===== src/rtl/alu_issue_ctrl.sv =====
// ---------------------------------------------------------------------------
// alu_issue_ctrl
//
// Purpose:
//   Sequential front-end for the 4-bit-control ALU. It accepts one operation
//   per valid/ready request, decodes ALUOp/funct into the ALU control code and
//   registers the operands that drive the combinational ALU. After one execute
//   cycle it captures the ALU result. The result is then returned on a
//   valid/ready response channel together with a zero flag and an
//   illegal-decode flag.
//
// Ports:
//   clk          in   1   rising-edge clock
//   rst_n        in   1   asynchronous active-low reset
//   req_valid    in   1   request present
//   req_ready    out  1   block can accept a request (IDLE only)
//   req_aluop    in   2   00=ADD, 01=SUB, 10=decode funct, 11=OR
//   req_funct    in   6   R-type funct field
//   req_shamt    in   5   shift amount
//   req_a        in  32   operand rs
//   req_b        in  32   operand rt / immediate
//   alu_ctrl     out  4   control code to the ALU
//   alu_a        out 32   ALU operand A
//   alu_b        out 32   ALU operand B
//   alu_result   in  32   combinational ALU output
//   rsp_valid    out  1   response present (RESP only)
//   rsp_ready    in   1   consumer takes the response
//   rsp_result   out 32   captured result
//   rsp_zero     out  1   rsp_result == 0
//   rsp_illegal  out  1   funct was not decodable
//   rsp_ovf      out  1   signed overflow of ADD/SUB (only with ALU_ISSUE_OVF_EN)
//
// Configuration:
//   ALU_ISSUE_OVF_EN  when defined, adds the rsp_ovf output and its overflow
//                     detection logic. When undefined, neither exists.
// ---------------------------------------------------------------------------
module alu_issue_ctrl (
    input  logic        clk,
    input  logic        rst_n,
    input  logic        req_valid,
    output logic        req_ready,
    input  logic [1:0]  req_aluop,
    input  logic [5:0]  req_funct,
    input  logic [4:0]  req_shamt,
    input  logic [31:0] req_a,
    input  logic [31:0] req_b,
    output logic [3:0]  alu_ctrl,
    output logic [31:0] alu_a,
    output logic [31:0] alu_b,
    input  logic [31:0] alu_result,
    output logic        rsp_valid,
    input  logic        rsp_ready,
    output logic [31:0] rsp_result,
    output logic        rsp_zero,
    output logic        rsp_illegal
`ifdef ALU_ISSUE_OVF_EN
    ,
    output logic        rsp_ovf
`endif
);

    // ALU control codes shared with the ALU
    localparam logic [3:0] CTRL_AND = 4'h0;
    localparam logic [3:0] CTRL_OR  = 4'h1;
    localparam logic [3:0] CTRL_ADD = 4'h2;
    localparam logic [3:0] CTRL_SLL = 4'h3;
    localparam logic [3:0] CTRL_SRL = 4'h4;
    localparam logic [3:0] CTRL_SUB = 4'h6;
    localparam logic [3:0] CTRL_SLT = 4'h7;
    localparam logic [3:0] CTRL_NOR = 4'hC;
    localparam logic [3:0] CTRL_ILL = 4'hF;

    typedef enum logic [1:0] {
        ST_IDLE = 2'd0,
        ST_EXEC = 2'd1,
        ST_RESP = 2'd2
    } state_t;

    state_t      state_q, state_d;

    logic [3:0]  ctrl_q, ctrl_d;
    logic [31:0] a_q, a_d;
    logic [31:0] b_q, b_d;
    logic        illegal_q, illegal_d;
    logic [31:0] result_q, result_d;
    logic        zero_q, zero_d;
    logic        rsp_illegal_q, rsp_illegal_d;

    // Combinational decode of the incoming request
    logic [3:0]  dec_ctrl;
    logic        dec_illegal;
    logic        dec_shift;
    logic [31:0] dec_a;
    logic [31:0] dec_b;

    // Result as it will be captured at the end of EXEC
    logic [31:0] exec_result;

`ifdef ALU_ISSUE_OVF_EN
    logic        dec_add_signed;
    logic        dec_sub_signed;
    logic        add_signed_q, add_signed_d;
    logic        sub_signed_q, sub_signed_d;
    logic        ovf_q, ovf_d;
    logic        exec_ovf;
`endif

    // Decode ALUOp/funct into the ALU control code. Only ALUOp=10 consults
    // funct and can therefore be illegal. Shifts take the shifted value from
    // rt and the amount from shamt, so their operands are swapped relative to
    // every other operation.
    always_comb begin
        dec_ctrl    = CTRL_ILL;
        dec_illegal = 1'b0;
`ifdef ALU_ISSUE_OVF_EN
        dec_add_signed = 1'b0;
        dec_sub_signed = 1'b0;
`endif
        case (req_aluop)
            2'b00: begin
                dec_ctrl = CTRL_ADD;
`ifdef ALU_ISSUE_OVF_EN
                dec_add_signed = 1'b1;
`endif
            end
            2'b01: begin
                dec_ctrl = CTRL_SUB;
`ifdef ALU_ISSUE_OVF_EN
                dec_sub_signed = 1'b1;
`endif
            end
            2'b11: begin
                dec_ctrl = CTRL_OR;
            end
            default: begin
                case (req_funct)
                    6'h20: begin
                        dec_ctrl = CTRL_ADD;
`ifdef ALU_ISSUE_OVF_EN
                        dec_add_signed = 1'b1;
`endif
                    end
                    6'h21: dec_ctrl = CTRL_ADD;
                    6'h22: begin
                        dec_ctrl = CTRL_SUB;
`ifdef ALU_ISSUE_OVF_EN
                        dec_sub_signed = 1'b1;
`endif
                    end
                    6'h23: dec_ctrl = CTRL_SUB;
                    6'h24: dec_ctrl = CTRL_AND;
                    6'h25: dec_ctrl = CTRL_OR;
                    6'h27: dec_ctrl = CTRL_NOR;
                    6'h2A: dec_ctrl = CTRL_SLT;
                    6'h00: dec_ctrl = CTRL_SLL;
                    6'h02: dec_ctrl = CTRL_SRL;
                    default: begin
                        dec_ctrl    = CTRL_ILL;
                        dec_illegal = 1'b1;
                    end
                endcase
            end
        endcase

        dec_shift = (dec_ctrl == CTRL_SLL) || (dec_ctrl == CTRL_SRL);
        dec_a     = dec_shift ? req_b : req_a;
        dec_b     = dec_shift ? {27'b0, req_shamt} : req_b;
    end

    // An illegal decode drives 4'hF into the ALU, which should already
    // return 0. The result is forced to 0 anyway so the response never
    // depends on that ALU behaviour.
    always_comb begin
        exec_result = illegal_q ? 32'h0 : alu_result;
    end

`ifdef ALU_ISSUE_OVF_EN
    // Signed overflow is judged from sign bits only. ADD overflows when both
    // operands share a sign the result lacks. SUB overflows when the operands
    // differ in sign and the result's sign differs from A.
    always_comb begin
        exec_ovf = (add_signed_q && (a_q[31] == b_q[31]) && (alu_result[31] != a_q[31])) ||
                   (sub_signed_q && (a_q[31] != b_q[31]) && (alu_result[31] != a_q[31]));
    end
`endif

    // Next-state and output logic. Operand/control registers only load on
    // acceptance in IDLE, so they hold their values through EXEC and beyond.
    // The response fields only load at the end of EXEC, so they stay stable
    // for as long as RESP waits on rsp_ready.
    always_comb begin
        state_d       = state_q;
        ctrl_d        = ctrl_q;
        a_d           = a_q;
        b_d           = b_q;
        illegal_d     = illegal_q;
        result_d      = result_q;
        zero_d        = zero_q;
        rsp_illegal_d = rsp_illegal_q;
`ifdef ALU_ISSUE_OVF_EN
        add_signed_d  = add_signed_q;
        sub_signed_d  = sub_signed_q;
        ovf_d         = ovf_q;
`endif
        req_ready     = 1'b0;
        rsp_valid     = 1'b0;

        case (state_q)
            ST_IDLE: begin
                req_ready = 1'b1;
                if (req_valid) begin
                    ctrl_d    = dec_ctrl;
                    a_d       = dec_a;
                    b_d       = dec_b;
                    illegal_d = dec_illegal;
`ifdef ALU_ISSUE_OVF_EN
                    add_signed_d = dec_add_signed;
                    sub_signed_d = dec_sub_signed;
`endif
                    state_d   = ST_EXEC;
                end
            end
            ST_EXEC: begin
                result_d      = exec_result;
                zero_d        = (exec_result == 32'h0);
                rsp_illegal_d = illegal_q;
`ifdef ALU_ISSUE_OVF_EN
                ovf_d         = exec_ovf;
`endif
                state_d       = ST_RESP;
            end
            ST_RESP: begin
                rsp_valid = 1'b1;
                if (rsp_ready) begin
                    state_d = ST_IDLE;
                end
            end
            default: begin
                state_d = ST_IDLE;
            end
        endcase
    end

    // State and data registers. Reset aborts whatever is in flight.
    always_ff @(posedge clk or negedge rst_n) begin
        if (!rst_n) begin
            state_q       <= ST_IDLE;
            ctrl_q        <= CTRL_ILL;
            a_q           <= 32'h0;
            b_q           <= 32'h0;
            illegal_q     <= 1'b0;
            result_q      <= 32'h0;
            zero_q        <= 1'b0;
            rsp_illegal_q <= 1'b0;
`ifdef ALU_ISSUE_OVF_EN
            add_signed_q  <= 1'b0;
            sub_signed_q  <= 1'b0;
            ovf_q         <= 1'b0;
`endif
        end else begin
            state_q       <= state_d;
            ctrl_q        <= ctrl_d;
            a_q           <= a_d;
            b_q           <= b_d;
            illegal_q     <= illegal_d;
            result_q      <= result_d;
            zero_q        <= zero_d;
            rsp_illegal_q <= rsp_illegal_d;
`ifdef ALU_ISSUE_OVF_EN
            add_signed_q  <= add_signed_d;
            sub_signed_q  <= sub_signed_d;
            ovf_q         <= ovf_d;
`endif
        end
    end

    assign alu_ctrl    = ctrl_q;
    assign alu_a       = a_q;
    assign alu_b       = b_q;
    assign rsp_result  = result_q;
    assign rsp_zero    = zero_q;
    assign rsp_illegal = rsp_illegal_q;
`ifdef ALU_ISSUE_OVF_EN
    assign rsp_ovf     = ovf_q;
`endif

endmodule


===== config.mk =====
export PLATFORM = sky130hd
export DESIGN_NAME = alu_issue_ctrl
export DESIGN_NICKNAME = d
export VERILOG_FILES = /design/src/rtl/alu_issue_ctrl.sv
export SDC_FILE = /design/constraint.sdc
export NUM_CORES = 1
export LEC_CHECK = 0
export ABC_AREA = 1
export CAP_MARGIN = 20
export CELL_PAD_IN_SITES_DETAIL_PLACEMENT = 1
export CELL_PAD_IN_SITES_GLOBAL_PLACEMENT = 2
export CORE_MARGIN = 4
export CORE_UTILIZATION = 23
export CTS_CLUSTER_SIZE = 25
export DETAILED_ROUTE_END_ITERATION = 7
export PLACE_DENSITY_LB_ADDON = 0.1
export SLEW_MARGIN = 20
export SYNTH_ARGS = -nofsm -noshare
export SYNTH_HDL_FRONTEND = slang
export SYNTH_SLANG_ARGS = --single-unit

===== constraint.sdc =====
create_clock -name clk -period 1.82 [get_ports clk]
set_input_delay 0.364 -clock clk [delete_from_list [all_inputs] [get_ports clk]]
set_output_delay 0.364 -clock clk [all_outputs]
set_load 0.005 [all_outputs]

==> results of run 1 <==
[Yosys cell counts (4+ instances only)]
cell type  instances
inv_2              6
nand3_1           50
nand2_1          252
clkbuf_1          19
buf_2              5
nand3_2           32
buf_6              7
buf_4              6
nor2_2             6
nand4_1            8
inv_1             78
dfrtp_1          101
dfstp_2            4
o21ai_0           63
nor2_1            13
[kinds of logic after synthesis]
family          after synthesis
buf+inv                     123
flops                       105
simple gates                372
compound gates               69
[layout make-up]
| class | count | share of cell area |
|---|---|---|
| Clock buffer | 9 | 0.0271 |
| Clock inverter | 7 | 0.00903 |
| Inverter | 85 | 0.0384 |
| Multi-Input combinational cell | 441 | 0.263 |
| Sequential cell | 105 | 0.317 |
| Tap cell | 285 | 0.0429 |
| Timing Repair Buffer | 239 | 0.303 |
[final timing paths]
| kind | to | slack (ns) | depth (start not counted) | startpoint |
|---|---|---|---|---|
| max | alu_ctrl[0] | 0.05 | 1 | alu_ctrl[0]$_DFFE_PN1P_ |
| min | alu_ctrl[0]$_DFFE_PN1P_ | 0.47 | 2 | alu_ctrl[0]$_DFFE_PN1P_ |
| max reg2reg | rsp_zero$_DFFE_PN0N_ | 0.29 | 7 | illegal_q$_DFFE_PN0P_ |
| min reg2reg | alu_ctrl[0]$_DFFE_PN1P_ | 0.47 | 2 | alu_ctrl[0]$_DFFE_PN1P_ |
| max in group asynchronous | alu_a[1]$_DFFE_PN0P_ | 0.93 | 3 | rst_n |
| min in group asynchronous | rsp_result[2]$_DFFE_PN0N_ | 0.52 | 3 | rst_n |
[placed cells by master, fill, tap and decap left out, types with 3 or more instances in the layout]
cell type,Yosys,layout
buf_12,0,10
nor2_1,13,10
dfstp_2,4,4
nand2_2,3,6
clkbuf_2,0,4
inv_8,0,3
nand3_1,50,50
inv_1,78,78
nand2_1,252,249
o21ai_0,63,63
nand3_2,32,31
nor2_4,3,8
buf_4,6,9
inv_2,6,6
clkdlybuf4s50_1,0,206
nor2_2,6,4
dfrtp_1,101,101
clkbuf_16,0,11
nand4_1,8,8
[power by group]
part | leakage (nW) | switching [mW] | internal (mW) | total [mW]
clock network | 0.144 | 1.02 | 0.977 | 2.00
registers | 1.30 | 0.620 | 3.46 | 4.08
logic | 2.55 | 2.31 | 2.85 | 5.17
total | 4.00 | 3.96 | 7.29 | 11.3
[worst reg2reg max path, stage by stage, from the launching register on]
cell	delay (ns)
dfrtp_1	0.33
clkinv_1	0.11
buf_12	0.19
nand2_1	0.11
nand4_1	0.12
nor4_1	0.37
nand2_1	0.08
o21ai_0	0.15
[registers in the layout (all words and copies together) (netlist names)]
| signal | cells |
|---|---|
| alu_ctrl | 4 |
| illegal_q | 1 |
| rsp_illegal | 1 |
| alu_b | 32 |
| state_q | 2 |
| rsp_result | 32 |
| rsp_zero | 1 |
| alu_a | 32 |
[layer usage]
layer	vias to the layer above	global-route usage	part of all wire
met5	-	0	0
met3	13	0.0426	0.060
met1	2454	0.194	0.44
met2	133	0.260	0.48
met4	0	0.0355	0.012
li1	2503	-	-
[what timing repair did]
action                                  CTS  global route
gates cloned                              1             2
pin swaps                                 2             3
endpoints found under the setup margin   66            52
resized for setup                        17            18
hold buffers                              1             0
hold endpoints to repair                 13             0
==> reports/qor.csv, run 1 <==
metric,value,unit
status,"complete, no violations",
Synth Area in Compound Gates,0.0676,
Initial Util,0.234,
required time worst endpoint,1.46,ns
mux share of post-synthesis cell area,0,
fin crit share,0.970,
Placed Instances,1151,
worst path bufs/invs,1,
grt ovf,0,
synthesized netlist cell count,669,
Ys Warns,0,
DP Area,0.00787,mm2
largest net degree at the start of global routing,70,
layout cells sized above 1,0.124,
Slowest Stage Delay on Critical Path,0.53,ns
fmax,567,MHz
vias,5103,
synth top area cells,"dfrtp_1 48%, nand2_1 18%, nand3_2 6.1%",
Syn Area/Cell,7.91,um2
Detail Placement HPWL,13.8,mm
die area,0.0255,mm2
antenna violation net count after detailed routing,0,
final wirelength,19.6,mm
H-tree depth,3,
Max Cap Viol,0,
largest area contributor in the synthesized netlist,dfrtp_1,
Crit path max-delay family,flip-flops,
die span in x,160,um
Async SR Flop Fraction,1.00,
Worst Path Arrival,1.40,ns
hold_ws,0.467,ns
fin crit period,1.77,ns
combinational family with the most area after synthesis,simple AND/OR/NAND/NOR gates,
fin worst setup slack,0.0549,ns
initial antenna violation count,0,
first-pass GRT wire length,31.3,mm
TritonCTS Buffers,9,
Root Buffer,clkbuf_16,
RSZ-0062 raised after global routing,true,
DRC Markers,0,
Synth Area in XOR/XNOR,0,
TNS Setup,0,ns
Worst Tran Pin Value,0.388,ns
first-pass detailed-route iteration total,4,
port buffer count,216,
TritonCTS clock tree,built,
area of the mapped netlist,0.00529,mm2
nets,994,
row count,55,
post-CTS setup buffers,0,
synthesized flop and latch total,105,
final core utilization,0.367,
"Top FF cell, synth",dfrtp_1,
Tot Pwr,11.3,mW
Max Slew Vio Count,0,
sequential area share after synthesis,0.498,
Mapped Nets,782,
Place WS,-0.611,ns
Final Skew,0.0111,ns
core area,0.0226,mm2
GP Congestion,0.753,
"Design Area, Final",0.00831,mm2
share of the synthesized area in the top cell type,0.478,
crit path max fanout,2,
Reg area,0.00263,mm2
Vias/cell,4.36,
Synth cell types,25,
"Reg clk slew, reported paths",0.07,ns
number of global-route vias before repair,5607,
Synth Area in Simple Gates,0.332,
Worst-Skew Late Latency,0.35,ns
Avg WL per Cell,16.8,um
Pwr per Cell Area,1350,mW/mm2
CP max-delay cell,dfstp_2,
WS Path Type,reg2out,
clock sink total,105,
Fill cells,2631,
Worst setup EP type,output pin,
IO Count,217,
Lkg Pwr,4.00,nW
1st-iter DRT viols,224,
Worst IR Drop VDD,544,uV
adder-cell area share of the yosys netlist,0,
Final setup viols,0,
Layout Cells excl Fill,1171,
Post-synth EDFFs,0,
area delta synth->final,57.1,%
Final Hold Fails,0,
number of diodes,0,
type of the worst min-delay path,reg2reg,
Multi-input gate area,0.00219,mm2
CP Cell Sequence,clkdlybuf4s50_1,
largest buffer count on any clock path,2,
total track usage,0.153,
Startpoint Class,flop,
Slew HR,0.741,
die height,160,um
(Power assumes the default switching activity.)
==> inputs of run 2 (changes only) <==
--- a/config.mk
+++ b/config.mk
@@ -14,7 +14,6 @@
 export CTS_CLUSTER_SIZE = 25
 export DETAILED_ROUTE_END_ITERATION = 7
 export PLACE_DENSITY_LB_ADDON = 0.1
-export SLEW_MARGIN = 20
 export SYNTH_ARGS = -nofsm -noshare
 export SYNTH_HDL_FRONTEND = slang
 export SYNTH_SLANG_ARGS = --single-unit
==> results of run 2 <==
The final DEF is identical to that of run 1; final timing and power are the same.
==> inputs of run 3 (changes only) <==
--- a/config.mk
+++ b/config.mk
@@ -13,6 +13,7 @@
 export CORE_UTILIZATION = 23
 export CTS_CLUSTER_SIZE = 25
 export DETAILED_ROUTE_END_ITERATION = 7
+export HOLD_SLACK_MARGIN = 0.05
 export PLACE_DENSITY_LB_ADDON = 0.1
 export SYNTH_ARGS = -nofsm -noshare
 export SYNTH_HDL_FRONTEND = slang
==> results of run 3 <==
The final DEF is identical to that of run 1; final timing and power are the same.
